**config.mk**
```make
export PLATFORM = sky130hd
export DESIGN_NAME = bcd_modcnt
export DESIGN_NICKNAME = d
export VERILOG_FILES = /design/src/rtl/clock_pkg.sv /design/src/rtl/bcd_modcnt.sv
export SDC_FILE = /design/constraint.sdc
export NUM_CORES = 1
export LEC_CHECK = 0
export ABC_AREA = 1
export CORE_ASPECT_RATIO = 0.75
export CORE_MARGIN = 3
export CORE_UTILIZATION = 35
export CTS_BUF_LIST = sky130_fd_sc_hd__clkbuf_8
export CTS_CLUSTER_DIAMETER = 120
export DETAILED_ROUTE_END_ITERATION = 8
export GPL_ROUTABILITY_DRIVEN = 1
export GPL_TIMING_DRIVEN = 0
export PLACE_DENSITY = 0.7
export SYNTH_ARGS = -nofsm -noshare
export SYNTH_HDL_FRONTEND = slang
export SYNTH_SLANG_ARGS = --single-unit
```
**constraint.sdc**
```tcl
create_clock -name CLK -period 4.57 [get_ports CLK]
set_input_delay 0.914 -clock CLK [delete_from_list [all_inputs] [get_ports CLK]]
set_output_delay 0.914 -clock CLK [all_outputs]
set_load 0.05 [all_outputs]
```
**src/rtl/clock_pkg.sv**
```systemverilog
// ---------------------------------------------------------------------------
// clock_pkg
// Shared constants for the BCD clock counters (seconds, minutes, hours).
//   MOD_SEC / MOD_MIN / MOD_HOUR : counting moduli for each clock field
//   HW_60 / HW_24                : tens-digit widths for mod-60 and mod-24
//   BCD_W                        : width of one BCD digit
// tens_fits() tells whether a tens digit of width hw can hold (mod-1)/10.
// ---------------------------------------------------------------------------
package clock_pkg;

  localparam int MOD_SEC  = 60;
  localparam int MOD_MIN  = 60;
  localparam int MOD_HOUR = 24;
  localparam int HW_60    = 3;
  localparam int HW_24    = 2;
  localparam int BCD_W    = 4;

  function automatic bit tens_fits(input int hw, input int modulus);
    return (hw >= 1) && (((modulus - 1) / 10) < (1 << hw));
  endfunction

endpackage

```
**src/rtl/bcd_modcnt.sv**
```systemverilog
// ---------------------------------------------------------------------------
// bcd_modcnt
// Two-digit BCD modulo counter (0..MOD-1) with clear, preset and up/down
// stepping. Carry/borrow are combinational so they can drive the INC/DEC of
// a following instance in the same cycle (minutes -> hours chaining).
//
// Ports
//   CLK   in   rising-edge clock
//   RST   in   synchronous active-high reset (count and LDERR to zero)
//   CLR   in   synchronous clear of count and LDERR
//   INC   in   step up one per cycle (ignored when DEC is also high)
//   DEC   in   step down one per cycle (ignored when INC is also high)
//   LOAD  in   preset the count from LDH/LDL if the value is legal
//   LDH   in   tens digit to preset
//   LDL   in   units digit to preset
//   QH    out  tens digit (registered)
//   QL    out  units digit (registered)
//   CO    out  carry, high when this cycle's up step wraps MOD-1 -> 0
//   BO    out  borrow, high when this cycle's down step wraps 0 -> MOD-1
//   LDERR out  sticky flag, set by a rejected preset
//
// Priority each cycle: RST > CLR > LOAD > INC/DEC.
// ---------------------------------------------------------------------------
module bcd_modcnt
  import clock_pkg::*;
#(
  parameter int MOD = MOD_MIN,
  parameter int HW  = HW_60
) (
  input  logic             CLK,
  input  logic             RST,
  input  logic             CLR,
  input  logic             INC,
  input  logic             DEC,
  input  logic             LOAD,
  input  logic [HW-1:0]    LDH,
  input  logic [BCD_W-1:0] LDL,
  output logic [HW-1:0]    QH,
  output logic [BCD_W-1:0] QL,
  output logic             CO,
  output logic             BO,
  output logic             LDERR
);

  localparam int               MAXV = MOD - 1;
  localparam logic [HW-1:0]    MAXH = HW'(MAXV / 10);
  localparam logic [BCD_W-1:0] MAXL = BCD_W'(MAXV % 10);
  localparam logic [BCD_W-1:0] NINE = BCD_W'(9);
  // Wide enough for 10*LDH + LDL at any LDH value, so the legality test
  // cannot overflow.
  localparam int               LW   = HW + 5;

  // Refuse to build a counter whose modulus or tens width makes no sense.
  generate
    if (MOD < 2 || MOD > 99 || !tens_fits(HW, MOD)) begin : g_bad_params
      $error("bcd_modcnt: illegal MOD/HW combination");
    end
  endgenerate

  logic [HW-1:0]    qh_nxt;
  logic [BCD_W-1:0] ql_nxt;
  logic             lderr_nxt;
  logic             up;
  logic             down;
  logic             at_max;
  logic             at_zero;
  logic [LW-1:0]    ld_val;
  logic             ld_ok;

  // All next-state and carry/borrow decisions live here. CO/BO are only
  // raised on the branch that actually performs the wrapping step, which
  // keeps them low whenever RST, CLR or LOAD takes precedence.
  always_comb begin
    qh_nxt    = QH;
    ql_nxt    = QL;
    lderr_nxt = LDERR;
    CO        = 1'b0;
    BO        = 1'b0;

    up      = INC & ~DEC;
    down    = DEC & ~INC;
    at_max  = (QH == MAXH) && (QL == MAXL);
    at_zero = (QH == '0) && (QL == '0);
    ld_val  = LW'(LDH) * LW'(10) + LW'(LDL);
    ld_ok   = (LDL <= NINE) && (ld_val <= LW'(MAXV));

    if (RST || CLR) begin
      qh_nxt    = '0;
      ql_nxt    = '0;
      lderr_nxt = 1'b0;
    end else if (LOAD) begin
      if (ld_ok) begin
        qh_nxt    = LDH;
        ql_nxt    = LDL;
        lderr_nxt = 1'b0;
      end else begin
        lderr_nxt = 1'b1;
      end
    end else if (up) begin
      CO = at_max;
      if (at_max) begin
        qh_nxt = '0;
        ql_nxt = '0;
      end else if (QL == NINE) begin
        qh_nxt = QH + HW'(1);
        ql_nxt = '0;
      end else begin
        ql_nxt = QL + BCD_W'(1);
      end
    end else if (down) begin
      BO = at_zero;
      if (at_zero) begin
        qh_nxt = MAXH;
        ql_nxt = MAXL;
      end else if (QL == '0) begin
        qh_nxt = QH - HW'(1);
        ql_nxt = NINE;
      end else begin
        ql_nxt = QL - BCD_W'(1);
      end
    end
  end

  // Single register stage for the digits and the sticky preset error.
  always_ff @(posedge CLK) begin
    QH    <= qh_nxt;
    QL    <= ql_nxt;
    LDERR <= lderr_nxt;
  end

endmodule

```
Word level (Yosys, flattened, before mapping). Cells that the tools add are included.

Logic and storage cells: 53. Flip-flop bits (word level): 8. Input bits: 13. Output and inout bits: 10.

Equality and inequality tests: 4. Multipliers: 1. Bitwise logic cells: 4. Multiplexer cells: 24. $add $sub $neg: 5. Reduce and logical (&&, ||, !) cells: 10. $lt $le $gt $ge: 2.

Operators with widths (number): 2-to-1 mux 4 bit (8); 2-to-1 mux 3 bit (8); adder 7 x 4 -> 8 bit (1); less-or-equal comparator 8 x 6 -> 1 bit (second input constant) (1); 2-to-1 mux 1 bit (8); multiplier 3 x 3 -> 6 bit (second input constant) (1); adder 4 x 1 -> 4 bit (second input constant) (1); equality test 4 bit (second input constant) (1); less-or-equal comparator 4 bit (second input constant) (1); logical NOT 4 bit (1); inequality test 4 x 2 -> 1 bit (second input constant) (1); AND reduction 4 bit (1); nonzero test 4 bit (1); subtractor 4 x 1 -> 4 bit (second input constant) (1); adder 3 x 1 -> 3 bit (second input constant) (1); equality test 3 bit (second input constant) (1); logical AND 1 bit (3); logical NOT 3 bit (1); nonzero test 3 bit (1); subtractor 3 x 1 -> 3 bit (second input constant) (1); AND 1 bit (2); inequality test 2 x 1 -> 1 bit (second input constant) (1); NOT 1 bit (2); AND reduction 2 bit (1); logical OR 1 bit (1).

Logic depth before layout (Yosys ltp).
Depth after elaboration: 6. Gate-level depth with buffers: 14. Depth with buffers taken out: 14.

Least setup slack after synthesis. Ideal clock, no wire load.

Kind: input-to-output. Start point: in CLR. End point: out BO. Arrival time: 2.749 ns. Buffers on the path: 0. Slack: 0.907 ns. Stages on the path: 3. Required time: 3.656 ns. Cell sequence: nor2_2 inv_1 nor4_1.

Cells in the longest elaborated chain, start to end: 2.

RTL lines: start: declaration (line bcd_modcnt.sv:32) `input logic CLR,`; logical OR 1 bit (line bcd_modcnt.sv:87) `if (RST || CLR) begin`; 2-to-1 mux 1 bit (line bcd_modcnt.sv:87); end: declaration (line bcd_modcnt.sv:41) `output logic BO,`.

No other way between the ends.

Worst setup path after layout.
Start point: in CLR. End point: out CO.

Cells in the longest elaborated chain, start to end: 2.

RTL lines: logical OR 1 bit (line bcd_modcnt.sv:87); 2-to-1 mux 1 bit (line bcd_modcnt.sv:87); end: declaration (line bcd_modcnt.sv:40) `output logic CO,`.

No other way between the ends.

==> flow_summary_export.csv <==
group,metric,value,unit
clock_tree,clock_latency,230,ps
logic_synthesis,syn_avg_cell_area,6.05,um2
floorplan,fp-row-count,16,
logic_synthesis,synth_top_cell_by_area,"nand2_1",
floorplan,dieArea,0.00354,mm2
clock_tree,clk_path_buf_depth,2,
final_layout,fillers,281,
timing,max_freq,260,MHz
clock_tree,cts_setup_buffers,0,
job,drv_cap,0,
global_routing,grt_pass1_wl,4380,um
timing,rsz0062_at_grt,"false",
power,power,0.000301,W
worst_hold_path,holdCritPathClass,"flop to flop",
placed_design,io_buffers,22,
timing,layout_min_cycle_time,3850,ps
outcome,status,"completed",
timing,finalMaxSlewViolations,0,
worst_setup_path,ff2ff_path_depth,11,
timing,finalSetupViolations,0,
clock_tree,htreeDepth,1,
power,leakagePower,0.645,nW
global_routing,antenna_found_initial,0,
worst_setup_path,r2r-end,"QH[1]$_SDFFE_PN0P_",
logic_synthesis,netlist_area,998,um2
route,via_per_inst,4.89,
route,wl,2650,um
logic_synthesis,synth_top_area_share,0.173,
worst_setup_path,crit_path_end_kind,"output port",
route,ant_nets,0,
final_layout,seq_area,160,um2
placed_design,hpwlAfterDp,2170,um
timing,finalHoldViolations,0,
worst_setup_path,path_class,"input pin to output port",
worst_setup_path,rr_startpoint,"QH[1]$_SDFFE_PN0P_",
floorplan,die_x,67.7,um
global_routing,grt_usage,0.165,
clock_tree,cts.sinks,8,
timing,whs,470,ps
final_layout,antenna_cells,0,
route,first_pass_iters,4,
final_layout,multi_input_area,721,um2
logic_synthesis,synth_area_leaders,"nand2_1 (17%), dfxtp_1 (16%), ha_1 (13%)",
final_layout,layout-drive-gt1-share,0.147,
worst_hold_path,hold_path_depth,2,
final_layout,nNetsFinal,216,
route,vias,1106,
route,drt_iter0_markers,76,
clock_tree,cts_tree,"built",
worst_setup_path,required,3660,ps
floorplan,die_h,52.3,um
worst_setup_path,critical_path_arrival,2930,ps
worst_setup_path,r2r_slack,3060,ps
logic_synthesis,synth_cells,165,
timing,finalSetupTns,0,ps
clock_tree,cts_inserted_buffers,3,
route,routedWlPerCell,11.7,um
floorplan,pin_count,23,
logic_synthesis,yosysSeqAreaShare,0.160,
power,power_density,231,mW/mm2
route,drc_errors,0,
clock_tree,cts-root-buf,"clkbuf_8",
power,vdd_drop_max,0.126,mV
timing,tightest_slew,507,ps
placed_design,routabilityCongestion,0.887,
logic_synthesis,ys_ff_latch,8,
timing,fin_crit_sh,0.842,
logic_synthesis,synth_warnings,0,
clock_tree,hold_buffers,0,
global_routing,grt_pass1_vias,1042,
global_routing,grt_max_degree,11,
logic_synthesis,synth.distinct_cells,29,
timing,skew,5.54,ps
clock_tree,cts.repair.resized,0,
final_layout,final_cell_mix,"nand2_1 (46), nor2_1 (22), clkdlybuf4s50_1 (22)",
worst_hold_path,worst_hold_path.endpoint,"LDERR$_SDFFE_PN0P_",
floorplan,initial_core_util,0.375,
worst_setup_path,startpoint_type,"input pin",
worst_setup_path,path_max_fanout,8,
clock_tree,clkTransAtPathRegs,40,ps
global_routing,grt.overflow.total,0,
timing,max_slew_margin,0.661,
worst_hold_path,worst_hold_startpoint,"LDERR$_SDFFE_PN0P_",
logic_synthesis,syn-num-nets,189,
floorplan,coreArea,0.00266,mm2
final_layout,final_common_cell,"nand2_1",
final_layout,syn_to_final_growth,30.7,%
cell families after synthesis:
logic type      synth area share
fa+ha+maj                  0.145
flops                      0.160
simple gates               0.472
xor+xnor                  0.0175
buf+inv                    0.118
compound gates            0.0865
critical path: stages:
cell,delay [ps]
clkdlybuf4s50_1,410
nor2_2,300
inv_1,150
nor4_1,300
clkdlybuf4s50_1,860
through the flow:
step                      area (um2)  cells  setup slack [ps]   util
final                           1310    226               723  0.490
after global placement          1260    223               760  0.475
after floorplan                  998    165               907      -
after detailed placement        1260    223               710  0.475
after CTS                       1310    226               708  0.490
after global routing            1310    226               577  0.490
state kept, by name, indices dropped and copies added, names as in the netlist:
| signal | cells |
|---|---|
| QL | 4 |
| QH | 3 |
| LDERR | 1 |
layout make-up:
cell class,instances,share of cell area
Buffer,1,0.00863
Clock buffer,3,0.0316
Inverter,28,0.0815
Multi-Input combinational cell,128,0.552
Sequential cell,8,0.123
Tap cell,36,0.0345
Timing Repair Buffer,22,0.169
synth_stat cells:
| cell type | count |
|---|---|
| nand2_1 | 46 |
| nor2_1 | 22 |
| inv_1 | 18 |
| nand3_1 | 13 |
| ha_1 | 10 |
| dfxtp_1 | 8 |
| inv_2 | 8 |
| nor2_2 | 5 |
| a21oi_1 | 4 |
| nand4_1 | 4 |
| o21ai_1 | 4 |
| nand2_2 | 3 |
| nand2_4 | 2 |
| nor4_1 | 2 |
| xor2_1 | 2 |
| buf_6 | 1 |
| clkinv_1 | 1 |
| clkinv_2 | 1 |
| fa_1 | 1 |
| nand3_2 | 1 |
| nand3b_1 | 1 |
| nor2_4 | 1 |
| o211ai_1 | 1 |
| o21ai_0 | 1 |
| o21ai_2 | 1 |
| o21ai_4 | 1 |
| o221ai_1 | 1 |
| or2_1 | 1 |
| or2_2 | 1 |
metal layers:
metal  track usage  vias to the layer above  share of wire
met4        0.0774                        0          0.016
met1         0.211                      489           0.47
li1              -                      574              -
met2         0.260                       38           0.44
met3        0.0408                        5          0.076
met5             0                        -              0
power breakdown:
| part | internal, W | total (W) | switching [W] |
|---|---|---|---|
| combinational | 0.0000509 | 0.000134 | 0.0000827 |
| sequential | 0.0000748 | 0.0000815 | 0.00000670 |
| clock | 0.0000571 | 0.0000862 | 0.0000290 |
| total | 0.000183 | 0.000301 | 0.000118 |
worst max path at each step:
stage / from / to / slack (ps) / cells past startpoint
2_1_floorplan: CLR / BO / 910 / 3
3_3_place_gp: CLR / CO / 760 / 5
3_5_place_dp: CLR / CO / 710 / 5
4_1_cts: CLR / BO / 710 / 5
5_1_grt: CLR / CO / 580 / 5
6_report: CLR / CO / 720 / 5
No activity file was read; power rests on OpenSTA's default activity.
